===== src/rtl/ksa_pkg.sv =====
// ksa_pkg: shared state encoding and default widths for the RC4 key-scheduling core
package ksa_pkg;
  localparam int DATA_W_DEF = 8;
  localparam int KEY_LEN_DEF = 3;
  typedef enum logic [3:0] {
    IDLE, FILL, RD_I, WAIT_I, CALC_J, RD_J, WAIT_J, WR_I, WR_J, DONE
  } state_t;
endpackage


===== src/rtl/ksa_if.sv =====
// ksa_if: control handshake plus external S-memory port of the key-scheduling core
interface ksa_if import ksa_pkg::*; #(
  parameter int DATA_W = DATA_W_DEF,
  parameter int KEY_LEN = KEY_LEN_DEF
) ();
  logic start;
  logic init_only;
  logic [KEY_LEN*DATA_W-1:0] key;
  logic busy;
  logic finish;
  logic [DATA_W-1:0] mem_addr;
  logic [DATA_W-1:0] mem_wr_data;
  logic mem_wr_en;
  logic [DATA_W-1:0] mem_rd_data;
  modport master (
    output start, init_only, key, mem_rd_data,
    input busy, finish, mem_addr, mem_wr_data, mem_wr_en
  );
  modport slave (
    input start, init_only, key, mem_rd_data,
    output busy, finish, mem_addr, mem_wr_data, mem_wr_en
  );
endinterface


===== src/rtl/ksa_core.sv =====
// ksa_core: RC4 key-scheduling FSM driving an external S-memory with one-cycle read latency
module ksa_core import ksa_pkg::*; #(
  parameter int DATA_W = DATA_W_DEF,
  parameter int KEY_LEN = KEY_LEN_DEF
) (
  input logic clk,
  input logic reset,
  ksa_if.slave bus
);
  localparam int KW = KEY_LEN > 1 ? $clog2(KEY_LEN) : 1;
  localparam logic [DATA_W-1:0] LAST = '1;
  state_t state, state_n;
  logic [DATA_W-1:0] i, j, si, sj, kel;
  logic [KW-1:0] kidx;
  logic [KEY_LEN*DATA_W-1:0] key_q;
  logic io_q;
  logic wr;
  logic [DATA_W-1:0] ke [KEY_LEN];
  // split the latched key into elements, element 0 from the most significant bits
  always_comb
    for (int k = 0; k < KEY_LEN; k++) ke[k] = key_q[DATA_W*(KEY_LEN-1-k) +: DATA_W];
  assign kel = ke[kidx];
  // next-state logic
  always_comb begin
    state_n = state;
    case (state)
      IDLE: state_n = bus.start ? FILL : IDLE;
      FILL: state_n = (i == LAST) ? (io_q ? DONE : RD_I) : FILL;
      RD_I: state_n = WAIT_I;
      WAIT_I: state_n = CALC_J;
      CALC_J: state_n = RD_J;
      RD_J: state_n = WAIT_J;
      WAIT_J: state_n = WR_I;
      WR_I: state_n = WR_J;
      WR_J: state_n = (i == LAST) ? DONE : RD_I;
      default: state_n = IDLE;
    endcase
  end
  assign wr = state == FILL || state == WR_I || state == WR_J;
  assign bus.busy = !reset && state != IDLE;
  assign bus.finish = !reset && state == DONE;
  assign bus.mem_wr_en = !reset && wr;
  assign bus.mem_addr = (reset || state == IDLE || state == DONE) ? '0 :
                        (state == RD_J || state == WAIT_J || state == WR_J) ? j : i;
  assign bus.mem_wr_data = reset ? '0 : state == FILL ? i : state == WR_I ? sj :
                           state == WR_J ? si : '0;
  // state register and datapath; i wraps to 0 naturally after the last fill/swap
  always_ff @(posedge clk) begin
    if (reset) begin
      state <= IDLE;
      i <= '0;
      j <= '0;
      kidx <= '0;
      si <= '0;
      sj <= '0;
      key_q <= '0;
      io_q <= 1'b0;
    end else begin
      state <= state_n;
      case (state)
        IDLE: if (bus.start) begin
          key_q <= bus.key;
          io_q <= bus.init_only;
          i <= '0;
          j <= '0;
          kidx <= '0;
        end
        FILL: i <= i + DATA_W'(1);
        WAIT_I: si <= bus.mem_rd_data;
        CALC_J: j <= j + si + kel;
        WAIT_J: sj <= bus.mem_rd_data;
        WR_J: begin
          i <= i + DATA_W'(1);
          kidx <= (kidx == KW'(KEY_LEN-1)) ? '0 : kidx + KW'(1);
        end
        default: ;
      endcase
    end
  end
endmodule


===== src/flat_wrapper.sv =====
// flat-port wrapper written by rule: the top's interface ports become plain ports
module ksa_core_flat import ksa_pkg::*;
#(
  parameter int DATA_W = DATA_W_DEF,
  parameter int KEY_LEN = KEY_LEN_DEF
)
  (clk, reset, bus_start, bus_init_only, bus_key, bus_mem_rd_data, bus_busy, bus_finish, bus_mem_addr, bus_mem_wr_data, bus_mem_wr_en);
  ksa_if #(.DATA_W(DATA_W), .KEY_LEN(KEY_LEN)) bus_i ();
  input logic clk;
  input logic reset;
  input wire logic [$bits(bus_i.start)-1:0] bus_start;
  input wire logic [$bits(bus_i.init_only)-1:0] bus_init_only;
  input wire logic [$bits(bus_i.key)-1:0] bus_key;
  input wire logic [$bits(bus_i.mem_rd_data)-1:0] bus_mem_rd_data;
  output wire logic [$bits(bus_i.busy)-1:0] bus_busy;
  output wire logic [$bits(bus_i.finish)-1:0] bus_finish;
  output wire logic [$bits(bus_i.mem_addr)-1:0] bus_mem_addr;
  output wire logic [$bits(bus_i.mem_wr_data)-1:0] bus_mem_wr_data;
  output wire logic [$bits(bus_i.mem_wr_en)-1:0] bus_mem_wr_en;
  assign bus_i.start = bus_start;
  assign bus_i.init_only = bus_init_only;
  assign bus_i.key = bus_key;
  assign bus_i.mem_rd_data = bus_mem_rd_data;
  assign bus_busy = bus_i.busy;
  assign bus_finish = bus_i.finish;
  assign bus_mem_addr = bus_i.mem_addr;
  assign bus_mem_wr_data = bus_i.mem_wr_data;
  assign bus_mem_wr_en = bus_i.mem_wr_en;
  ksa_core #(.DATA_W(DATA_W), .KEY_LEN(KEY_LEN)) u_core (.clk(clk), .reset(reset), .bus(bus_i));
endmodule

===== config.mk =====
export PLATFORM = sky130hd
export DESIGN_NAME = ksa_core_flat
export DESIGN_NICKNAME = d
export VERILOG_FILES = /design/src/rtl/ksa_pkg.sv /design/src/rtl/ksa_if.sv /design/src/rtl/ksa_core.sv /design/src/flat_wrapper.sv
export SDC_FILE = /design/constraint.sdc
export NUM_CORES = 1
export LEC_CHECK = 0
export CORE_MARGIN = 2
export CORE_UTILIZATION = 54
export DETAILED_ROUTE_END_ITERATION = 12
export PLACE_DENSITY = 0.81
export SLEW_MARGIN = 30
export SYNTH_ARGS = -nofsm -noshare
export SYNTH_HDL_FRONTEND = slang
export SYNTH_SLANG_ARGS = --single-unit

===== constraint.sdc =====
create_clock -name clk -period 3.3 [get_ports clk]
set_clock_uncertainty 0.1 [all_clocks]
set_input_delay 0.66 -clock clk [delete_from_list [all_inputs] [get_ports clk]]
set_output_delay 0.66 -clock clk [all_outputs]
set_load 0.01 [all_outputs]

==> results.py <==
metrics = {
    "worst_setup_path": {
        "reg2reg_from": "u_core.kidx[0]",
        "cp.arrival_ns": 2.35,
        "end_kind": "primary output",
        "path_max_fanout": 11,
        "startpoint": "u_core.state[3]",
        "cp-start-kind": "register",
        "required_ns": 2.54,
        "criticalPathCategory": "reg2out",
    },
    "clocking": {
        "clk_latency_ns": 0.35,
        "cts-root-buf": "clkbuf_8",
        "clockBufferDepth": 2,
        "ctsHoldBuffers": 0,
        "htree_levels": 3,
        "cts.clk_slew.worst_paths_ns": 0.08,
        "cts_buffers": 9,
        "cts_tree": "built",
        "cts.sinks": 63,
    },
    "sta": {
        "slew-limit-headroom_pct": 59.3,
        "hold_violations": 0,
        "rsz0062_at_grt": "false",
        "whs_ns": 0.362,
        "setup_viol": 0,
        "fin_crit_sh_pct": 94.3,
        "tns_ns": 0,
        "worstMarginPinSlew_ns": 0.608,
        "fmax_mhz": 322,
        "maxSlewViolCount": 0,
        "min_period_ns": 3.11,
    },
    "power": {
        "p_leak_nw": 1.56,
        "irDropWorstVdd_v": 0.000501,
        "power_density_nw_per_um2": 416,
    },
    "route": {
        "wl_um": 8620,
        "vias": 3109,
        "detail_route.first_pass.iterations": 6,
        "detail_route.vias_per_cell": 5.82,
        "drc": 0,
        "drt_first_iter_violations": 219,
        "wire_per_inst_um": 16.1,
        "ant_nets": 0,
    },
    "placed_design": {
        "numPortBuffers": 54,
        "hpwl_um": 6220,
        "dp.cells": 517,
        "gp_congestion": 0.914,
    },
    "finish": {
        "diodes": 0,
        "nFillCells": 467,
        "layout.cells.non_filler": 534,
        "num-nets-final": 505,
        "syn_to_final_growth_pct": 24.7,
        "final_layout_size_suffix_gt1_share_pct": 8.93,
    },
    "die": {
        "die_width_um": 83.0,
        "rows": 28,
        "io_pins": 55,
        "core_area_um2": 5990,
        "die_y_um": 83.0,
        "die-area_um2": 6880,
        "start_util_pct": 56.2,
    },
    "global_routing": {
        "grt_max_degree": 57,
        "antenna_found_initial": 0,
        "grt_util_met3_pct": 7.46,
        "grt_pass1_wl_um": 14300,
        "grt_use_met1_pct": 30.9,
        "gr-usage-all-layers_pct": 25.7,
        "grt_pass1_vias": 3007,
        "busiest_layer": "met2",
        "use_met2_pct": 43.5,
        "overflow": 0,
    },
    "synthesis": {
        "synth_edf_count": 0,
        "synth_cell_type_count": 51,
        "synth.ff_latch_count": 63,
        "syn-cell-area_um2": 3370,
        "avgSynthCellArea_um2": 8.32,
        "yosysWarnings": 0,
        "synth_flop_cell": "dfxtp_1",
        "syn_inst": 405,
        "syn_nets": 456,
        "ys_seq_area_share_pct": 37.4,
        "synthArstFlopShare_pct": 0,
    },
    "run_status": {
        "status": "complete, no violations",
    },
    "worst_hold_path": {
        "hold_class": "reg2reg",
        "min_from": "u_core.ke[18]",
    },
    "job": {
        "drv_cap": 0,
    },
}
[cell families after synthesis]
family	Yosys count	share of synthesized area, %
AO/OA/AOI/OAI	83	15.7
multiplexers	24	7.13
adder cells (fa/ha/maj)	15	7.35
flip-flops	63	37.4
AND/OR/NAND/NOR	180	25.6
buffers and inverters	30	4.23
XOR/XNOR	10	2.60
[power breakdown]
part	internal (W)	total, W	switching, W
Sequential	0.000783	0.000804	0.0000213
Combinational	0.0000814	0.000166	0.0000850
Clock	0.000435	0.000777	0.000342
[final timing paths]
path | endpoint | slack (ns) | cells past startpoint
worst max-delay path | bus_mem_wr_data[3] | 0.19 | 6
worst min register to register | u_core.ke[18] | 0.36 | 2
worst min-delay path | u_core.ke[18] | 0.36 | 2
worst max register to register | u_core.j[7] | 0.22 | 12
[per-layer routing]
metal / vias up / share of wire, %
met2: 115 / 51
li1: 1512 / -
met5: - / 0
met4: 0 / 2.7
met1: 1459 / 41
met3: 23 / 5.9
[what timing repair did]
action | 4_1_cts | 5_1_grt
endpoints found under the setup margin | 0 | 8
resized for setup | 0 | 4
buffers inserted | 0 | 1
hold endpoints to repair | 0 | 0
[cell usage in the layout, fill, tap and decap left out, drive strengths merged, types with 5 or more instances in the layout]
cell type / count
nand2: 81
fa: 8
a222oi: 8
a21oi: 44
dfxtp: 63
clkbuf: 9
nand4: 5
clkdlybuf4s50: 53
nand3: 9
nor3: 14
ha: 7
nand2b: 5
nor2: 42
buf: 12
xor2: 8
o21ai: 11
inv: 5
mux2i: 24
[critical path: stages (launching register included)]
cell and delay [ns]:
dfxtp_1 0.34, buf_4 0.19, nand2b_1 0.22, nor2_2 0.39
a222oi_1 0.18, nor2_1 0.13, clkdlybuf4s50_1 0.54
[synthesized netlist by cell type, types with 2 or more instances]
cell | n | share of area [%]
mux2i_1 | 24 | 7.1
nand3_1 | 9 | 1.3
clkbuf_1 | 13 | 1.4
a21o_1 | 2 | 0.45
nand2_1 | 80 | 8.9
nor3_1 | 13 | 1.9
fa_1 | 8 | 4.8
nor2_1 | 41 | 4.6
ha_1 | 7 | 2.6
or4_1 | 2 | 0.45
or2_2 | 2 | 0.37
nand2b_1 | 5 | 0.93
and3_1 | 3 | 0.56
nand4_1 | 5 | 0.93
nor3b_1 | 2 | 0.45
nor2b_1 | 3 | 0.56
nand4b_1 | 3 | 0.78
a211oi_1 | 4 | 0.89
o21ai_0 | 11 | 1.6
xnor2_1 | 2 | 0.52
buf_4 | 5 | 1.1
a31oi_1 | 4 | 0.74
a21oi_1 | 43 | 6.4
xor2_1 | 8 | 2.1
inv_1 | 3 | 0.33
a222oi_1 | 8 | 2.4
nor4b_4 | 2 | 1.4
buf_2 | 8 | 1.2
dfxtp_1 | 63 | 37
[layout make-up]
type	count	area [um2]	area share, %
multi-input combinational	312	1970	46.9
tap	75	93.8	2.23
sequential	63	1260	30.1
clock buffer	9	124	2.95
inverter	3	11.3	0.268
timing repair buffer	65	631	15.0
clock inverter	7	105	2.50
[state kept, by name, summed over array words and instances (netlist names)]
name	flops
u_core.ke	24
u_core.i	8
u_core.j	8
u_core.si	8
u_core.sj	8
u_core.state	4
u_core.kidx	2
u_core.io_q	1
[metrics by stage]
step / power (W) / util [%] / cell area, um2 / setup WS (ns)
floorplan: 0.000912 / - / 3370 / 0.320
global placement: 0.000982 / 65.8 / 3940 / 0.342
detailed placement: 0.000986 / 65.8 / 3940 / 0.209
CTS: 0.00175 / 69.6 / 4170 / 0.0833
global route: 0.00182 / 70.1 / 4200 / 0.0150
finish: 0.00175 / 70.1 / 4200 / 0.190
Note: power is estimated with default switching activity, not from simulation.
==> edit 1: new RTL, same flow settings <==
`KEY_LEN_DEF`: 3 -> 2.
--- a/src/rtl/ksa_pkg.sv
+++ b/src/rtl/ksa_pkg.sv
@@ -3,3 +3,3 @@
   localparam int DATA_W_DEF = 8;
-  localparam int KEY_LEN_DEF = 3;
+  localparam int KEY_LEN_DEF = 2;
   typedef enum logic [3:0] {
Ports: changed (resized bus_key); port bits go from 55 to 47. No check against the original RTL was run, so the function may have changed too.
==> edit 1 against the unedited design <==
Sequential cell count fell by 9. Wire length fell by 19%. Synthesized area fell by 12%. Fmax barely moved. Total power fell by 33%. Cell count fell by 13%. Cell area fell by 15%. Setup slack improved by 0.0025 ns. Critical endpoint is now bus_mem_addr[5]. Largest power group unchanged.
==> edit 1: results (changes against the unedited design) <==
Run status
  • Status: finished clean

Logic synthesis
  • Top cell type's share of synthesized area: 0.363 (-0.0117)
  • Commonest cells in the netlist: nand2_1 (56), dfxtp_1 (54), nor2_1 (43)
  • Netlist cell types: 47 (-7.8%)
  • Synth area leaders: dfxtp_1 (36%), nand2_1 (7.1%), a21oi_1 (5.9%)
  • Seq/Total Area, Yosys: 0.363 (-0.0117)

Place
  • Gpl congestion: 0.929 (+1.7%)
  • Post-DP HPWL: 5070 µm (-18%)
  • Buffers added on ports: 46 (-15%)

Route
  • Vias per cell: 5.79 (-0.48%)
  • Total Wirelength: 7000 µm (-19%)
  • Iteration-0 DRC Markers: 184 (-16%)
  • Pre-Repair DR Iteration Count: 5 (-1)

Cells and area
  • Max reg flops: 16 (-33%)
  • Fill cells: 452 (-3.2%)

Worst hold path
  • Min-Delay Endpoint: u_core.ke[8]$_SDFFE_PP0P_
  • HP Start: u_core.ke[8]$_SDFFE_PP0P_

Critical path
  • Worst r2r src: u_core.kidx$_SDFFE_PP0P_
  • R2R depth: 10 (-2)
  • R2R Setup Slk: 0.36 ns (+0.14 ns)

Clock network
  • H-tree depth: 2 (-1)

Pwr
  • Maximum VDD drop: 230 µV (-54%)
  • Clock group: 0.000351 W (-55%)
  • Pint: 0.000880 W (-32%)

Global routing
  • Largest net degree at the start of global routing: 36 (-37%)
  • Number of global-route vias before repair: 2558 (-15%)

STA
  • Hold slack: 0.356 ns (-0.00531 ns)
  • Slew HR: 0.466 (-0.127)
edit 1: cell families (layout without fill, tap and decap cells):
kind of cell,count (synthesis),count (layout),synth area share
mux,25,25,0.0873
xor+xnor,11,11,0.0323
compound gates,65,65,0.146
flops,54,54,0.363
fa+ha+maj,15,15,0.0831
simple gates,152,152,0.246
buf+inv,26,68,0.0420
edit 1: stage by stage:
| step | utilization | area, µm² | setup WS [ns] | total power (W) | instances |
|---|---|---|---|---|---|
| 2_1_floorplan | - | 2980 | 0.396 | 0.000780 | 348 |
| 3_3_place_gp | 0.648 | 3500 | 0.468 | 0.000836 | 455 |
| 3_5_place_dp | 0.648 | 3500 | 0.390 | 0.000840 | 455 |
| 4_1_cts | 0.663 | 3580 | 0.0644 | 0.00118 | 462 |
| 5_1_grt | 0.663 | 3580 | 0.0835 | 0.00122 | 462 |
| 6_report | 0.663 | 3580 | 0.192 | 0.00118 | 462 |
edit 1: final cells by class:
cell class / instances / area, µm² / area share
clock buffer: 5 / 68.8 / 0.0192
inverter: 3 / 11.3 / 0.00314
timing repair buffer: 58 / 546 / 0.152
tap: 72 / 90.1 / 0.0251
multi-input combinational: 268 / 1780 / 0.495
sequential: 54 / 1080 / 0.302
clock inverter: 2 / 10.0 / 0.00279
edit 1: layer usage:
layer,global-route usage,vias up,share of wire
met5,0,-,0
met4,0.0842,0,0.022
li1,-,1301,-
met2,0.398,103,0.48
met1,0.314,1253,0.45
met3,0.0391,20,0.054
edit 1: critical path: cells and delay by family, from the launching register on:
family                 cells  cell delay (ns)
AO/OA/AOI/OAI              1             0.32
buffers and inverters      1             0.55
flip-flops                 1             0.38
multiplexers               2             0.44
AND/OR/NAND/NOR            2             0.35
==> edit 2: new RTL, config.mk and constraints unchanged <==
Made on the original files. Encoding of `state_t`: now Gray code (4 bits for 10 states).
--- a/src/rtl/ksa_pkg.sv
+++ b/src/rtl/ksa_pkg.sv
@@ -5,3 +5,3 @@
   typedef enum logic [3:0] {
-    IDLE, FILL, RD_I, WAIT_I, CALC_J, RD_J, WAIT_J, WR_I, WR_J, DONE
+    IDLE = 4'b0000, FILL = 4'b0001, RD_I = 4'b0011, WAIT_I = 4'b0010, CALC_J = 4'b0110, RD_J = 4'b0111, WAIT_J = 4'b0101, WR_I = 4'b0100, WR_J = 4'b1100, DONE = 4'b1101
   } state_t;
Formal check against the unedited RTL: no difference found for any inputs over 10 cycles, from zero or initial values and one cycle with reset high; not proved beyond that.
==> edit 2 against the unedited design <==
Sequential cell count did not move. Synthesized area shrank 0.30%. Combinational power shrank 5%. Register-to-register slack better by 0.02 ns. Hold slack better by 0.0029 ns. Count of clock-buffer cells in the layout did not move. Setup slack got worse by 0.051 ns. Synthesized cell count increased by 4.0%. First-iteration DRC count grew 18%. Total power fell by 1.4%. Wire length grew 0.71%. Critical endpoint is now bus_mem_addr[1]. Clock power shrank 1%. Cell area decreased by 0.45%.
==> edit 2: results (changes against the unedited design) <==
Place
  • Pre-CTS setup slack: 0.162 ns (-0.0476 ns)
  • Gpl congestion: 0.961 (+5.1%)
  • Dpl cell area: 0.00394 mm² (about the same)

Cells and area
  • Multi-input comb cells: 327 (+4.8%)
  • Inverters: 4 (+1)
  • FF/Latch Area: 0.00126 mm² (about the same)
  • Final #Nets: 520 (+3.0%)
  • Nonclk buf count: 64 (-1.5%)
  • Share of layout cells above drive strength 1: 0.0865 (-0.00283)
  • Non-clk buf share: 0.146 (-0.00411)
  • Clock network area share: 0.0545 (about the same)

Critical path
  • Critical path's top delay family: buffers and inverters
  • Top fanout value on the critical path: 8 (-3)
  • Arr. time, crit path: 2.40 ns (+0.05 ns)
  • CP startpoint: u_core.state[1]$_SDFF_PP0_
  • Crit path capture: bus_mem_addr[1]

Logic synthesis
  • Seq/Total Area, Yosys: 0.376 (+0.00112)
  • Synth area leaders: dfxtp_1 (38%), nand2_1 (12%), a21oi_1 (7.6%)
  • Commonest cells in the netlist: nand2_1 (104), dfxtp_1 (63), a21oi_1 (51)
  • Synth Instances: 421 (+4.0%)

Worst hold path
  • Min-Delay Endpoint: u_core.ke[2]$_SDFFE_PP0P_
  • HP Start: u_core.ke[2]$_SDFFE_PP0P_

Global routing
  • All-Layer GR Usage: 0.261 (+0.00350)
  • First-pass GRT wire length: 14400 µm (+0.97%)

STA
  • Final min period: 3.16 ns (+0.0511 ns)
  • Worst-Margin Slew: 0.764 ns (+0.157 ns)
  • Hold slack: 0.364 ns (+0.00289 ns)

Pwr
  • Clock group share of total power: 0.446 (about the same)
  • P_sw: 0.000433 W (-3.4%)
  • Pint: 0.00129 W (-0.72%)

Floorplanning
  • Core area: 0.00596 mm² (-0.58%)

Run status
  • Status: finished clean
-- edit 2: changes by cell type after synthesis, sizes merged, moves of 4 or more --
| cell | before | now |
|---|---|---|
| mux2i | 24 | 16 |
| o21ai | 11 | 15 |
| nor2 | 42 | 33 |
| xor2 | 8 | 4 |
| nand2 | 81 | 105 |
| a21oi | 44 | 51 |
-- edit 2: metal layers --
metal / vias up / share of wire / global-route usage
met5: - / 0 / 0
met4: 0 / 0.016 / 0.0760
met3: 15 / 0.097 / 0.0726
met2: 158 / 0.46 / 0.402
met1: 1429 / 0.43 / 0.358
li1: 1561 / - / -
-- edit 2: kinds of logic (layout without fill, tap and decap cells) --
logic type               after synthesis  after routing  share of synthesized area
buffers and inverters                 31             84                     0.0414
AO/OA/AOI/OAI                         94             94                      0.173
AND/OR/NAND/NOR                      193            193                      0.265
flip-flops                            63             63                      0.376
multiplexers                          16             16                     0.0477
XOR/XNOR                               9              9                     0.0235
adder cells (fa/ha/maj)               15             15                     0.0738
